`config.mk`:
```
export PLATFORM = sky130hd
export DESIGN_NAME = fifo_rx_credit
export DESIGN_NICKNAME = d
export VERILOG_FILES = /design/src/rtl/fifo_rx_credit.sv
export SDC_FILE = /design/constraint.sdc
export NUM_CORES = 1
export LEC_CHECK = 0
export CAP_MARGIN = 20
export CORE_ASPECT_RATIO = 1.1
export CORE_MARGIN = 2
export CORE_UTILIZATION = 70
export CTS_BUF_LIST = sky130_fd_sc_hd__clkbuf_8
export DETAILED_ROUTE_END_ITERATION = 6
export GPL_TIMING_DRIVEN = 0
export PLACE_DENSITY = 0.95
export SKIP_CTS_REPAIR_TIMING = 1
export SLEW_MARGIN = 0
export SYNTH_ARGS = -nofsm -noshare
export SYNTH_HDL_FRONTEND = slang
export SYNTH_SLANG_ARGS = --single-unit
```
`constraint.sdc`:
```
create_clock -name clock -period 5.85 [get_ports clock]
set_input_delay 1.17 -clock clock [delete_from_list [all_inputs] [get_ports clock]]
set_output_delay 1.17 -clock clock [all_outputs]
set_load 0.01 [all_outputs]
```
`src/rtl/fifo_rx_credit.sv`:
```
// -----------------------------------------------------------------------------
// fifo_rx_credit
//
// Receive-side character buffer between the SpaceWire receiver and the host.
// Stores N-Chars from the receiver in a 2**AWIDTH deep FIFO and returns them
// to the host on request. It also owns the link flow-control credit: it tracks
// how many characters the far end may still send and requests an FCT from the
// transmitter whenever eight more slots can be promised.
//
// Build option:
//   SPW_RX_CREDIT_CHECK_EN  defined   -> credit_err pulses when a character
//                                        arrives with zero credit outstanding
//                           undefined -> credit_err is tied low
//
// Ports:
//   clock        system clock, rising edge
//   reset        asynchronous active-low reset
//   flush        synchronous clear (link left Run)
//   wr_en        receiver strobe, data_in holds a character
//   data_in      received character (8 data bits + control flag)
//   rd_en        host read request
//   fct_sent     transmitter pulse: requested FCT has gone out
//   data_out     registered read data
//   data_valid   one-cycle pulse, data_out valid
//   f_full       counter == depth
//   f_empty      counter == 0
//   counter      characters stored (0..depth)
//   fct_request  level request for one FCT
//   credit_err   pulse: character received with zero credit
//   overflow_err pulse: character received while full (dropped)
// -----------------------------------------------------------------------------
module fifo_rx_credit #(
    parameter int DWIDTH = 9,
    parameter int AWIDTH = 6
) (
    input  logic              clock,
    input  logic              reset,
    input  logic              flush,
    input  logic              wr_en,
    input  logic [DWIDTH-1:0] data_in,
    input  logic              rd_en,
    input  logic              fct_sent,
    output logic [DWIDTH-1:0] data_out,
    output logic              data_valid,
    output logic              f_full,
    output logic              f_empty,
    output logic [AWIDTH:0]   counter,
    output logic              fct_request,
    output logic              credit_err,
    output logic              overflow_err
);

    localparam int DEPTH = 2**AWIDTH;

    // Count-width constants
    localparam logic [AWIDTH:0]   DEPTH_W   = (AWIDTH+1)'(DEPTH);
    localparam logic [AWIDTH:0]   SLOT_8_W  = (AWIDTH+1)'(8);
    localparam logic [AWIDTH:0]   ZERO_W    = (AWIDTH+1)'(0);
    localparam logic [AWIDTH:0]   ONE_W     = (AWIDTH+1)'(1);
    // A request is only allowed while a further grant of 8 keeps credit
    // within depth-8 (56 for the default depth).
    localparam logic [AWIDTH-1:0] CREDIT_REQ_MAX = AWIDTH'(DEPTH - 16);
    localparam logic [AWIDTH-1:0] ZERO_A    = AWIDTH'(0);
    localparam logic [AWIDTH-1:0] ONE_A     = AWIDTH'(1);

    typedef enum logic [1:0] {
        CR_IDLE   = 2'd0,
        CR_REQ    = 2'd1,
        CR_SETTLE = 2'd2
    } cr_state_e;

    logic [DWIDTH-1:0] mem_q [DEPTH];

    logic [AWIDTH-1:0] wr_ptr_q,   wr_ptr_d;
    logic [AWIDTH-1:0] rd_ptr_q,   rd_ptr_d;
    logic [AWIDTH:0]   count_q,    count_d;
    logic [AWIDTH-1:0] credit_q,   credit_d;
    cr_state_e         state_q,    state_d;
    logic [DWIDTH-1:0] data_out_q, data_out_d;
    logic              data_valid_q,   data_valid_d;
    logic              f_full_q,       f_full_d;
    logic              f_empty_q,      f_empty_d;
    logic              fct_request_q,  fct_request_d;
    logic              credit_err_q,   credit_err_d;
    logic              overflow_err_q, overflow_err_d;

    logic              wr_acc_s;
    logic              rd_acc_s;
    logic              grant_s;
    logic              mem_we_s;
    logic [AWIDTH:0]   free_s;
    logic [AWIDTH:0]   credit_sum_s;

    // Next-state logic for pointers, occupancy, credit, FSM and outputs
    always_comb begin
        // Flags are the registered view of the previous edge, so a read at
        // full frees no slot for a write in the same cycle.
        wr_acc_s = wr_en && !f_full_q;
        rd_acc_s = rd_en && !f_empty_q;
        grant_s  = (state_q == CR_REQ) && fct_sent;
        mem_we_s = wr_acc_s && !flush;

        // Credit never exceeds free space, so this cannot go negative.
        free_s = DEPTH_W - count_q - {1'b0, credit_q};

        wr_ptr_d       = wr_ptr_q;
        rd_ptr_d       = rd_ptr_q;
        count_d        = count_q;
        credit_d       = credit_q;
        state_d        = state_q;
        data_out_d     = data_out_q;
        data_valid_d   = 1'b0;
        credit_err_d   = 1'b0;
        overflow_err_d = 1'b0;
        credit_sum_s   = {1'b0, credit_q};

        if (flush) begin
            wr_ptr_d = ZERO_A;
            rd_ptr_d = ZERO_A;
            count_d  = ZERO_W;
            credit_d = ZERO_A;
            state_d  = CR_IDLE;
        end else begin
            if (wr_acc_s) begin
                wr_ptr_d = wr_ptr_q + ONE_A;
            end else begin
                wr_ptr_d = wr_ptr_q;
            end

            if (rd_acc_s) begin
                rd_ptr_d     = rd_ptr_q + ONE_A;
                data_out_d   = mem_q[rd_ptr_q];
                data_valid_d = 1'b1;
            end else begin
                rd_ptr_d     = rd_ptr_q;
                data_out_d   = data_out_q;
                data_valid_d = 1'b0;
            end

            if (wr_acc_s && !rd_acc_s) begin
                count_d = count_q + ONE_W;
            end else if (rd_acc_s && !wr_acc_s) begin
                count_d = count_q - ONE_W;
            end else begin
                count_d = count_q;
            end

            // Grant first, then consume: a grant and a write together net +7,
            // and a write at zero credit saturates instead of wrapping.
            if (grant_s) begin
                credit_sum_s = {1'b0, credit_q} + SLOT_8_W;
            end else begin
                credit_sum_s = {1'b0, credit_q};
            end
            if (wr_acc_s && (credit_sum_s != ZERO_W)) begin
                credit_sum_s = credit_sum_s - ONE_W;
            end else begin
                credit_sum_s = credit_sum_s;
            end
            credit_d = credit_sum_s[AWIDTH-1:0];

            overflow_err_d = wr_en && f_full_q;
`ifdef SPW_RX_CREDIT_CHECK_EN
            credit_err_d = wr_en && (credit_q == ZERO_A);
`else
            credit_err_d = 1'b0;
`endif

            case (state_q)
                CR_IDLE: begin
                    if ((free_s >= SLOT_8_W) && (credit_q <= CREDIT_REQ_MAX)) begin
                        state_d = CR_REQ;
                    end else begin
                        state_d = CR_IDLE;
                    end
                end
                CR_REQ: begin
                    if (fct_sent) begin
                        state_d = CR_SETTLE;
                    end else begin
                        state_d = CR_REQ;
                    end
                end
                // One idle cycle lets count/credit settle so the same free
                // space is never promised twice.
                CR_SETTLE: state_d = CR_IDLE;
                default:   state_d = CR_IDLE;
            endcase
        end

        // Flags and request are registered from next-state values so they
        // always line up with counter and the FSM state.
        f_full_d      = (count_d == DEPTH_W);
        f_empty_d     = (count_d == ZERO_W);
        fct_request_d = (state_d == CR_REQ);
    end

    // State, FSM and output registers
    always_ff @(posedge clock or negedge reset) begin
        if (!reset) begin
            wr_ptr_q       <= ZERO_A;
            rd_ptr_q       <= ZERO_A;
            count_q        <= ZERO_W;
            credit_q       <= ZERO_A;
            state_q        <= CR_IDLE;
            data_out_q     <= {DWIDTH{1'b0}};
            data_valid_q   <= 1'b0;
            f_full_q       <= 1'b0;
            f_empty_q      <= 1'b1;
            fct_request_q  <= 1'b0;
            credit_err_q   <= 1'b0;
            overflow_err_q <= 1'b0;
        end else begin
            wr_ptr_q       <= wr_ptr_d;
            rd_ptr_q       <= rd_ptr_d;
            count_q        <= count_d;
            credit_q       <= credit_d;
            state_q        <= state_d;
            data_out_q     <= data_out_d;
            data_valid_q   <= data_valid_d;
            f_full_q       <= f_full_d;
            f_empty_q      <= f_empty_d;
            fct_request_q  <= fct_request_d;
            credit_err_q   <= credit_err_d;
            overflow_err_q <= overflow_err_d;
        end
    end

    // Character storage; contents survive reset and flush
    always_ff @(posedge clock) begin
        if (mem_we_s) begin
            mem_q[wr_ptr_q] <= data_in;
        end
    end

    assign data_out     = data_out_q;
    assign data_valid   = data_valid_q;
    assign f_full       = f_full_q;
    assign f_empty      = f_empty_q;
    assign counter      = count_q;
    assign fct_request  = fct_request_q;
    assign credit_err   = credit_err_q;
    assign overflow_err = overflow_err_q;

endmodule

```
* After elaboration in Yosys (flattened, before gate mapping)
Memories as Yosys holds them, arrays and structs flattened. A register that Yosys moved wholly into a read port is not among the register bits. Index checks and enable logic that the tools add are counted.
Storage, ports and cells: output and inout port bits 22, input port bits 15, bits in writable memories 576, logic and storage cells 66, memories kept 1, register bits after elaboration 32
Operators by class: add/sub/neg operators 8, multiplexer cells 20, bitwise operators 1, reduce and logical (&&, ||, !) cells 21, equality and inequality tests 3, $lt $le $gt $ge 2
Memories:
- mem_q | depth 64, width 9, rd ports 1, clocked after memory_dff 1, wr ports 1, line 72 | logic [DWIDTH-1:0] mem_q [DEPTH];
Operators with widths (count):
- two-way mux 6 bit | 6
- two-way mux 7 bit | 5
- adder 6 x 1 -> 6 bit, second input constant | 2
- logical AND 1 bit | 9
- adder 6 x 4 -> 7 bit, second input constant | 1
- adder 7 x 1 -> 7 bit, second input constant | 1
- equality test 7 bit, second input constant | 1
- >= comparator 7 x 4 -> 1 bit, second input constant | 1
- logical NOT 7 bit | 1
- nonzero test 7 bit | 1
- subtractor 7 x 1 -> 7 bit, second input constant | 1
- subtractor 7 x 6 -> 7 bit | 1
- subtractor 7 bit, first input constant | 1
- less-or-equal comparator 6 bit, second input constant | 1
- logical NOT 1 bit | 6
- two-way mux 1 bit | 6
- subtractor 6 x 1 -> 6 bit, second input constant | 1
- equality test 2 x 1 -> 1 bit, second input constant | 2
- two-way mux 2 bit | 2
- one-hot mux 2 bit (2 select lines) | 1
- nonzero test 2 bit | 2
- logical NOT 2 bit | 1
- AND reduction 2 bit | 1
- inverter 1 bit | 1

* Longest topological paths before layout
Gate-level depths: netlist (run 1).
word-level depth 8, gate-level depth with buffers 10, mapped depth without buffers 10

* Least setup slack after synthesis (run 1)
Ideal clock, no wire load.
path type input-to-reg, start input port wr_en, end memory mem_q[63][0] (enable), stages 6, setup slack 2.820 ns, required time 5.476 ns, arrival 2.655 ns, setup time 0.374 ns, buffers on the path 2, cell sequence nor2b_1 > clkbuf_1 > nand4_1 > or2_2 > clkbuf_1 > nor2_1
On the way: longest elaborated chain between the ends 4
Ends and longest elaborated chain:
- start, declared | line 39 | input logic wr_en,
- logical AND 1 bit | line 98 | wr_acc_s = wr_en && !f_full_q;
- logical AND 1 bit | line 101 | mem_we_s = wr_acc_s && !flush;
- two-way mux 1 bit | line 231 | if (mem_we_s) begin
- two-way mux 1 bit (implied by the code) | line 232 | mem_q[wr_ptr_q] <= data_in;
- end, declared | line 72
No other way between the ends.

* Worst setup path in the final report (run 1)
start input port wr_en, end memory mem_q[15][5] (enable)
Same word-level chain as after synthesis.

==> summary.md, run 1 <==
| Metric | Value |
|---|---|
| Pwr/cell area | about 350 nW/µm² |
| Post-synthesis sequential area ratio | 74.19% |
| Dpl hpwl | 36760 µm |
| Register clock-pin slew on the reported worst setup and hold paths | 0.06 ns |
| Grt total ovfl | 0 |
| Post-placement setup slack | 1.509 ns |
| Number of different library cells in the post-synthesis netlist | 53 |
| Sinks on Clock Net | between 600 and 700 |
| Post-detailed-route DRC marker count | 2 |
| Static power due to leakage | between 8 and 9 nW |
| Number of flops mapped to enable cells by yosys | 576 |
| Result of the run | complete, but fails checks |
| Net count of the mapped netlist | 1376 |
| Number of buffers added on ports | 34 |
| Required time at the endpoint of the critical path | 6.10 ns |
| Layout cell share with drive strength beyond 1 | approximately 17% |
| Via-per-instance ratio | 7.225 |
| Synth Warn # | 0 |
| Number of nets in the final layout | 1512 |
| Placed Cells incl. Taps | 1831 |
| CP Capture Type | flip-flop |
| Io pins | 37 |
| Setup CP Type | in -> reg |
| Max_slew headroom | 28.64% |
| Die X | 183.1 µm |
| TritonCTS clock tree | built |
| Post-route antenna net violation count | 0 |
| Synth Area in Compound Gates | 4.605% |
| Area of the die | 36800 µm² |
| Final setup violating endpoints | 0 |
| Library cell used as clock root buffer | clkbuf_8 |
| Final cell count without fillers | around 2000 |
| CP max stage delay | 0.87 ns |
| Simple-gate area share of the yosys netlist | 3.511% |
| Slew at the pin with the worst max-slew slack | roughly 1.1 ns |
| Maximum buffer depth of the clock tree | 3 |
| Fin Clk Skew | 0.04377 ns |
| Flip-flop and latch count after synthesis | 617 |
| Netlist Area Pre-Place | 24700 µm² |
| Row count | ~70 |
| Worst endpoint data arrival time | between 4 and 5 ns |
| Via count | 14410 |
| FF-to-FF path depth | 10 |
| GRT Util Overall | 34.20% |
| Combinational family with the most area after synthesis | multiplexers |
| Final TNS setup | 0 ns |
| Total count of hold-check failures in the final report | 0 |
| Insertion delay to the later sink of the worst-skew pair | 0.66 ns |
| Fraction of synthesis flops using an asynchronous set or reset pin | 6.645% |
| Worst R2R Setup Slack | 1.99 ns |
| Synthesized instance count | 1343 |
| Iteration-0 DRC Markers | between 2000 and 2500 |
| Global-route wire length before repair | 90520 µm |
| Utilization after layout | 78.35% |
| Dominant register cell in the synthesized netlist | edfxtp_1 |
| Max capacitance violation total | 0 |
| Min cycle time layout | 4.092 ns |
| Post-synthesis share of cell area spent on full adders, half adders and majority gates | less than 1% |
| Per-instance average area after synthesis | 18.39 µm² |
| Fin. max-slew vios | 0 |
| Routed wire per std cell | 30.92 µm |
| Startpoint Class | primary input |
| Portion of the clock cycle consumed by the worst path in the final layout | 69.94% |
| Type of the worst min-delay path | in -> async |
| Max rail drop VDD | 0.0002631 V |
| Portion of netlist area occupied by mux cells | 14.16% |
| Layout Area Growth over Synthesis | 10.88% |
| Launching point of the worst reg2reg path | rd_ptr_q[2] |
| Post-route worst hold slack | 0.3414 ns |
| Timing-limited maximum frequency | 244.4 MHz |
| Top fanout value on the critical path | 10 |
| Core box area | 34950 µm² |
| Final WL | 61650 µm |
| Most frequent cell on the critical path | clkbuf_1 |
| XOR/XNOR share of the synthesized area | 0.7447% |
| Reg-to-reg endpoint | data_out[2] |
| Setup ws final | 1.758 ns |
| RSZ-0062 raised after global routing | false |
| Total number of H-tree levels | 3 |
| Length of the first detailed-routing pass in iterations | 7 |
| Total clock buffers created by CTS | 90 |
| Cell with the biggest individual delay on the critical path | nor2_1 |
| Routability congestion estimate | 0.9702 |
| Number of antenna violations at the first check in global routing | 0 |
| Via count of the first global-routing pass | 14390 |
| Failing checks | design-rule violations |
| Die Span Y | slightly above 200 µm |
| Cell Chain, Critical Path | clkdlybuf4s50_1, nor2b_1, clkbuf_1, nand4_1, or2_2, clkbuf_1, nor2_1 |
| Largest net degree at the start of global routing | 52 |
| Effective utilization at floorplan | between 70 and 80% |
[layer usage]
layer / up-vias / share of wire [%] / global-route usage, % / wire [µm]
li1: 5680 / - / - / -
met1: 7044 / 32 / 43.28 / 19940
met2: 1373 / 50 / 55.60 / 30660
met3: 310 / 11 / 7.402 / 6892
met4: 0 / 6.8 / 19.57 / 4163
met5: - / 0 / 0 / 0
[kinds of logic after synthesis]
logic type               after synthesis
flip-flops                           617
multiplexers                         247
AND/OR/NAND/NOR                      196
AO/OA/AOI/OAI                        149
buffers and inverters                 94
XOR/XNOR                              21
adder cells (fa/ha/maj)               18
other                                  1
[cell type report]
class	instances	area, µm²
repair buffers	44	498.0
inverters	18	67.56
clock inverters	68	337.8
fillers	1607	7567
clock buffers	94	1294
well taps	444	555.5
multi-input cells	632	5923
plain buffers	76	384.1
diodes	1	2.502
flip-flops and latches	617	18320
[stage by stage]
| step | area (µm²) | power, mW |
|---|---|---|
| floorplan | 24700 | 5.847 |
| global placement | 25590 | 6.248 |
| CTS | 27380 | 9.494 |
| global route | 27380 | 9.798 |
| detailed placement | 25750 | 6.336 |
| finish | 27390 | 9.554 |
[cell usage after synthesis (13+ instances only)]
cell type | number | area share [%]
edfxtp_1 | 576 | 70
mux2i_1 | 156 | 6.3
nor2_1 | 98 | 1.5
mux4_2 | 81 | 7.4
a22oi_1 | 55 | 1.7
nand2_1 | 45 | 0.68
dfrtp_1 | 40 | 4.1
clkbuf_1 | 28 | 0.43
buf_2 | 25 | 0.51
ha_1 | 17 | 0.86
inv_1 | 17 | 0.26
xnor2_1 | 13 | 0.46
[layout by cell type (no fill, tap or decap), types with 4 or more instances in the layout]
master / instances
xor2_1: 8
clkbuf_1: 28
buf_1: 8
o21ai_0: 4
buf_12: 9
xnor2_1: 13
inv_1: 43
nor3_1: 6
mux2i_1: 156
or2_2: 4
clkinv_2: 5
edfxtp_1: 576
nand4_1: 4
dfrtp_1: 40
a22o_1: 9
a221o_1: 9
a221oi_1: 9
mux4_2: 81
clkbuf_8: 94
nor2_1: 98
mux2_2: 10
a21oi_1: 11
a32oi_1: 10
nand2_1: 45
ha_1: 17
a31oi_1: 4
buf_2: 35
buf_4: 12
nor2b_1: 10
a22oi_1: 55
clkdlybuf4s50_1: 24
o22ai_1: 10
a211oi_1: 12
nor4_1: 4
nand3_1: 7
o221ai_1: 9
clkinv_1: 31
nand2b_1: 4
[worst max-delay path by stage]
stage          startpoint           end  cells past startpoint
2_1_floorplan       wr_en  mem_q[63][0]                      6
3_3_place_gp        wr_en  mem_q[31][0]                      7
3_5_place_dp        wr_en  mem_q[15][6]                      7
4_1_cts             wr_en  mem_q[31][5]                      7
5_1_grt             wr_en  mem_q[15][8]                      7
6_report            wr_en  mem_q[15][5]                      7
[worst max-delay path, delay by kind of cell]
kind | cells | cell delay, ns
AND/OR/NAND/NOR | 4 | 1.73
buffers and inverters | 3 | 1.43
[sequential cells by signal, summed over array words and instances (netlist names)]
name          cells
f_full            1
counter           7
data_valid        1
data_out          9
mem_q           576
f_empty           1
overflow_err      1
credit_q          6
rd_ptr_q          6
state_q           2
fct_request       1
wr_ptr_q          6
[power by group]
part           switching, mW  internal [mW]
clock network           1.65           1.58
registers             0.0937           4.91
logic                  0.775          0.547
Note: power is estimated with default switching activity, not from simulation.
==> run 2: changes to the inputs <==
CORE_UTILIZATION = 58   (was 70)
PLACE_DENSITY = 0.85   (was 0.95)
clock period = 3.68 ns   (was 5.85 ns; I/O delays follow)
==> run 2 against run 1 <==
The run now ends clean. Largest cell class unchanged. Highest routed layer unchanged. Utilization fell by 13 points. Combinational power grew 50%. Critical path depth up 2. Cell count is 6.0% higher. Critical endpoint is now data_out[1]. Critical path type is now reg -> reg. Register-to-register slack got worse by 1.7 ns.
==> summary.md, run 2 (synthesis gave the netlist of run 1 again) <==
| Metric | Value |
|---|---|
| Result of the run | completed |
| Fin. max-slew vios | 0 |
| Number of antenna violations at the first check in global routing | 0 |
| Total power after layout | approximately 15 mW |
| Type of the worst min-delay path | in -> reg |
| Sinks on Clock Net | 617 |
| Iteration-0 DRC Markers | between 1000 and 1500 |
| Utilization after layout | 65.32% |
| Area of the die | about 44000 µm² |
| Largest net degree at the start of global routing | 61 |
| Final setup violating endpoints | 0 |
| Die X | 200.8 µm |
| Total count of hold-check failures in the final report | 0 |
| Length of the first detailed-routing pass in iterations | 5 |
| Layout cell share with drive strength beyond 1 | between 10% and 20% |
| Number of buffers added on ports | 34 |
| Worst min-delay path endpoint | mem_q[25][4] |
| Setup CP Type | reg -> reg |
| Final WL | 52020 µm |
| Register with the most flip-flops | mem_q |
| Startpoint Class | flip-flop |
| GRT Util Overall | 24.02% |
| Global-route wire length before repair | 78520 µm |
| Insertion delay to the later sink of the worst-skew pair | 0.64 ns |
| Total number of H-tree levels | 3 |
| Static power due to leakage | 8.657 nW |
| Maximum buffer depth of the clock tree | 3 |
| Min cycle time layout | 3.407 ns |
| Row count | 79 |
| Library cell used as clock root buffer | clkbuf_8 |
| Number of stages on the worst hold path | 1 |
| Routed wire per std cell | 24.62 µm |
| Worst endpoint data arrival time | between 3 and 4 ns |
| FF-to-FF path depth | 9 |
| Required time at the endpoint of the critical path | about 4.2 ns |
| CP Capture Type | flip-flop |
| Post-route worst hold slack | 0.4103 ns |
| Dpl hpwl | 34840 µm |
| Routability congestion estimate | 0.9209 |
| Post-route antenna net violation count | 0 |
| Layout Area Growth over Synthesis | 11.63% |
| Worst setup path start | rd_ptr_q[4] |
| Reg-to-reg endpoint | data_out[1] |
| Worst R2R Setup Slack | 0.27 ns |
| Max capacitance violation total | 0 |
| Via-per-instance ratio | 6.137 |
| Largest register FFs | 576 |
| Portion of the clock cycle consumed by the worst path in the final layout | 92.59% |
| Max rail drop VDD | about 0.00038 V |
| Post-detailed-route DRC marker count | 0 |
| Most common cell after layout, fill and taps aside | edfxtp_1 |
| Pwr/cell area | 545.5 nW/µm² |
| Launching point of the worst reg2reg path | rd_ptr_q[4] |
| TritonCTS clock tree | built |
| Fin Clk Skew | 0.02043 ns |
| Die Span Y | 220.4 µm |
| Max_slew headroom | around 37% |
| Most used cells in the layout excluding fill and tap cells | edfxtp_1, mux2i_1, nor2_1 |
| Via count | 12970 |
| Final antenna diode count | 0 |
| Total clock buffers created by CTS | 92 |
| Timing-limited maximum frequency | a little under 300 MHz |
| Io pins | 37 |
| Via count of the first global-routing pass | 13380 |
| RSZ-0062 raised after global routing | false |
| Grt total ovfl | 0 |
| Effective utilization at floorplan | 58.52% |
| Number of nets in the final layout | 1515 |
| Start point of the worst hold path | data_in[4] |
| Register clock-pin slew on the reported worst setup and hold paths | 0.06 ns |
| Top fanout value on the critical path | 10 |
| Slew at the pin with the worst max-slew slack | 0.9488 ns |
| Core box area | ~42000 µm² |
run 2: cell count changes in the layout (fill, tap and decap cells not counted):
cell           previous run  this run
dlygate4sd3_1             0         1
diode_2                   1         0
clkinv_1                 31        24
inv_6                     1         0
buf_16                    1         0
bufinv_16                 2         3
inv_8                     1         0
inv_1                    43        40
clkinv_2                  5        10
clkbuf_8                 94        97
clkinvlp_4                3         2
buf_12                    9        10
run 2: through the flow:
stage | instances | TNS (ns) | area, µm² | worst slack, ns
5_1_grt | 2113 | 0 | 27570 | 0.1032
2_1_floorplan | 1343 | 0 | 24700 | 1.053
6_report | 2113 | 0 | 27570 | 0.2728
3_5_place_dp | 1954 | -9.629 | 25900 | -0.1771
4_1_cts | 2112 | 0 | 27560 | 0.3643
3_3_place_gp | 1944 | -4.546 | 25750 | -0.1189
run 2: worst max path at each step:
| stage | depth (start not counted) | endpoint | slack, ns |
|---|---|---|---|
| floorplan | 10 | fct_request | 1.05 |
| CTS | 10 | data_out[1] | 0.36 |
| detailed placement | 7 | mem_q[15][0] | -0.18 |
| finish | 9 | data_out[1] | 0.27 |
| global placement | 7 | mem_q[63][6] | -0.12 |
| global route | 9 | data_out[1] | 0.10 |
run 2: critical path, stage by stage (launching register included):
cell      delay, ns
dfrtp_1        0.31
buf_2          0.17
buf_2          0.33
nor2b_1        0.21
buf_2          0.25
clkbuf_1       0.54
a22oi_1        0.26
a32oi_1        0.45
o221ai_1       0.35
a221o_1        0.41
run 2: layer usage:
layer | wire [µm] | up-vias | GRT usage, %
met2 | 26450 | 669 | 41.17
met1 | 19510 | 6503 | 30.45
met4 | 1832 | 0 | 9.951
li1 | - | 5677 | -
met5 | 0 | - | 0
met3 | 4227 | 119 | 4.875
run 2: power by group:
part / total (mW) / switching (mW) / internal, mW
logic: 1.98 / 1.11 / 0.864
registers: 7.96 / 0.152 / 7.81
clock network: 5.10 / 2.47 / 2.63
run 2: layout make-up:
| cell class | count | area [µm²] |
|---|---|---|
| sequential | 617 | 18320 |
| timing repair buffer | 45 | 500.5 |
| multi-input combinational | 632 | 5923 |
| tap | 567 | 709.4 |
| clock inverter | 61 | 327.8 |
| fill | 2703 | 14640 |
| clock buffer | 97 | 1335 |
| inverter | 18 | 67.56 |
| buffer | 76 | 384.1 |
==> run 3: changes to the inputs <==
CORE_ASPECT_RATIO = 1.5   (was 1.1)
==> run 3 against run 2 <==
Global-route usage is 1.3 points higher. Sequential share of layout area is 0.10 points higher. Hold slack better by 0.0015 ns. Utilization is 0.20 points higher.
==> summary.md, run 3 (synthesis gave the netlist of run 1 again) <==
| Metric | Value |
|---|---|
| Core box area | 42020 µm² |
| Startpoint Class | flip-flop |
| Worst setup path start | rd_ptr_q[2] |
| Final TNS setup | 0 ns |
| Largest net degree at the start of global routing | a little over 60 |
| Effective utilization at floorplan | 58.78% |
| Final cell count without fillers | approximately 2100 |
| Routability congestion estimate | 0.9827 |
| Die X | 172.5 µm |
| Maximum buffer depth of the clock tree | 3 |
| Number of buffers and inverters on the critical path | 4 |
| Total number of H-tree levels | 3 |
| Length of the first detailed-routing pass in iterations | 5 |
| Total clock buffers created by CTS | just under 90 |
| Number of nets in the final layout | 1510 |
| Max rail drop VDD | approximately 0.00036 V |
| Fin Clk Skew | 0.02696 ns |
| Placed Cells incl. Taps | 1951 |
| Static power due to leakage | about 8.6 nW |
| Via-per-instance ratio | 6.239 |
| Fin. max-slew vios | 0 |
| Final setup violating endpoints | 0 |
| Register clock-pin slew on the reported worst setup and hold paths | 0.07 ns |
| Io pins | 37 |
| Row count | 92 |
| Clock power frac | 33.4% |
| Sinks on Clock Net | 617 |
| Slew at the pin with the worst max-slew slack | 1.002 ns |
| Pwr/cell area | 542.5 nW/µm² |
| Library cell used as clock root buffer | clkbuf_8 |
| FF-to-FF path depth | 9 |
| Cell internal power dissipation | approximately 11 mW |
| GRT Util Overall | 25.34% |
| Utilization after layout | 65.52% |
| Most used cells in the layout excluding fill and tap cells | edfxtp_1, mux2i_1, nor2_1 |
| Layout cell share with drive strength beyond 1 | 17.63% |
| Most common cell after layout, fill and taps aside | edfxtp_1 |
| Via count | 13150 |
| Net switching power | 3.762 mW |
| Final WL | roughly 55000 µm |
| Combinational share of power | between 10% and 20% |
| Top fanout value on the critical path | 10 |
| Stages on the worst setup path | 9 |
| Total count of hold-check failures in the final report | 0 |
| Portion of the clock cycle consumed by the worst path in the final layout | a little over nine tenths |
| Via count of the first global-routing pass | 13530 |
| Worst R2R Setup Slack | 0.15 ns |
| Cell Chain, Critical Path | buf_6, buf_6, buf_2, buf_2, mux2i_1, a22oi_1, a32oi_1, o221ai_1, a221o_1 |
| Insertion delay to the later sink of the worst-skew pair | 0.66 ns |
| Grt total ovfl | 0 |
| Layout Area Growth over Synthesis | 11.46% |
| Largest register FFs | 576 |
| Worst endpoint data arrival time | a little over 4 ns |
| Launching point of the worst reg2reg path | rd_ptr_q[2] |
| Timing-limited maximum frequency | between 200 and 300 MHz |
| Number of buffers added on ports | 34 |
| Iteration-0 DRC Markers | 1391 |
| Global-route wire length before repair | 81050 µm |
| Max capacitance violation total | 0 |
| CP Capture Type | flip-flop |
| Cell family with most CP delay | compound AO/OA/AOI/OAI gates |
| Area of the die | 44280 µm² |
| Setup CP Type | reg -> reg |
| Max_slew headroom | around a third |
| Number of antenna violations at the first check in global routing | 1 |
| Routed wire per std cell | 25.91 µm |
| Die Span Y | 256.7 µm |
| Cell with the biggest individual delay on the critical path | a32oi_1 |
| Power share of the sequential group | 53.2% |
| End of the critical path | data_out[2] |
| Register with the most flip-flops | mem_q |
| Min cycle time layout | around 3.5 ns |
| Dpl hpwl | 36980 µm |
| Post-detailed-route DRC marker count | 0 |
| TritonCTS clock tree | built |
| CP max stage delay | 0.55 ns |
| Result of the run | completed |
| Reg-to-reg endpoint | data_out[2] |
| Post-route antenna net violation count | 0 |
| RSZ-0062 raised after global routing | false |
| Net Sw Frac | approximately a quarter |
| Type of the worst min-delay path | in -> reg |
| Required time at the endpoint of the critical path | 4.22 ns |
-- run 3: cell types whose count changed in the layout (fill, tap and decap cells not counted), sizes merged --
cell | previous run | this run
diode | 0 | 1
bufinv | 3 | 2
clkinv | 34 | 32
clkinvlp | 2 | 3
clkbuf | 125 | 122
inv | 40 | 42
-- run 3: metrics by stage --
step           instance area (µm²)  hold slack [ns]  worst slack, ns  power, mW
6_report                     27530           0.4118           0.1495      14.93
5_1_grt                      27530           0.3911          0.06154      15.43
4_1_cts                      27520          -0.1024           0.2697      14.97
3_5_place_dp                 25900           0.4789          -0.2218      10.05
3_3_place_gp                 25740           0.4597          -0.1136      9.974
2_1_floorplan                24700           0.4404            1.053      9.295
-- run 3: worst register-to-register path: cells and delay by family (launching register included) --
kind,cells,cell delay (ns)
buffers and inverters,4,1.24
DFF,1,0.44
AOI/OAI and AO/OA,4,1.46
muxes,1,0.28
-- run 3: layer usage --
layer  GRT usage (%)  routed length (µm)
met1           28.53               18350
met2           45.69               29880
met3           4.353                3708
met4           12.86                2665
met5               0                   0
-- run 3: how the worst min path moves through the flow --
| stage | from | end | slack, ns | cells after the start |
|---|---|---|---|---|
| floorplan | reset | counter[0] | 0.44 | 0 |
| global placement | state_q[1] | state_q[0] | 0.46 | 1 |
| detailed placement | state_q[1] | state_q[0] | 0.48 | 1 |
| CTS | reset | credit_q[4] | -0.10 | 1 |
| global route | data_in[4] | mem_q[25][4] | 0.39 | 1 |
| finish | data_in[4] | mem_q[28][4] | 0.41 | 1 |
-- run 3: cell type report --
cell class	count	area (µm²)
multi-input combinational	632	5923
tap	564	705.7
inverter	18	67.56
antenna	1	2.502
fill	2669	14490
clock buffer	94	1294
buffer	76	384.1
clock inverter	61	320.3
sequential	617	18320
timing repair buffer	45	508.0
-- run 3: power by group through the flow --
| stage | logic (mW) | clock network (mW) | registers [mW] |
|---|---|---|---|
| floorplan | 1.22 | 0 | 8.07 |
| detailed placement | 1.97 | 0 | 8.08 |
| global placement | 1.87 | 0 | 8.10 |
| finish | 2.00 | 4.99 | 7.95 |
| global route | 2.14 | 5.34 | 7.95 |
| CTS | 1.98 | 5.05 | 7.94 |
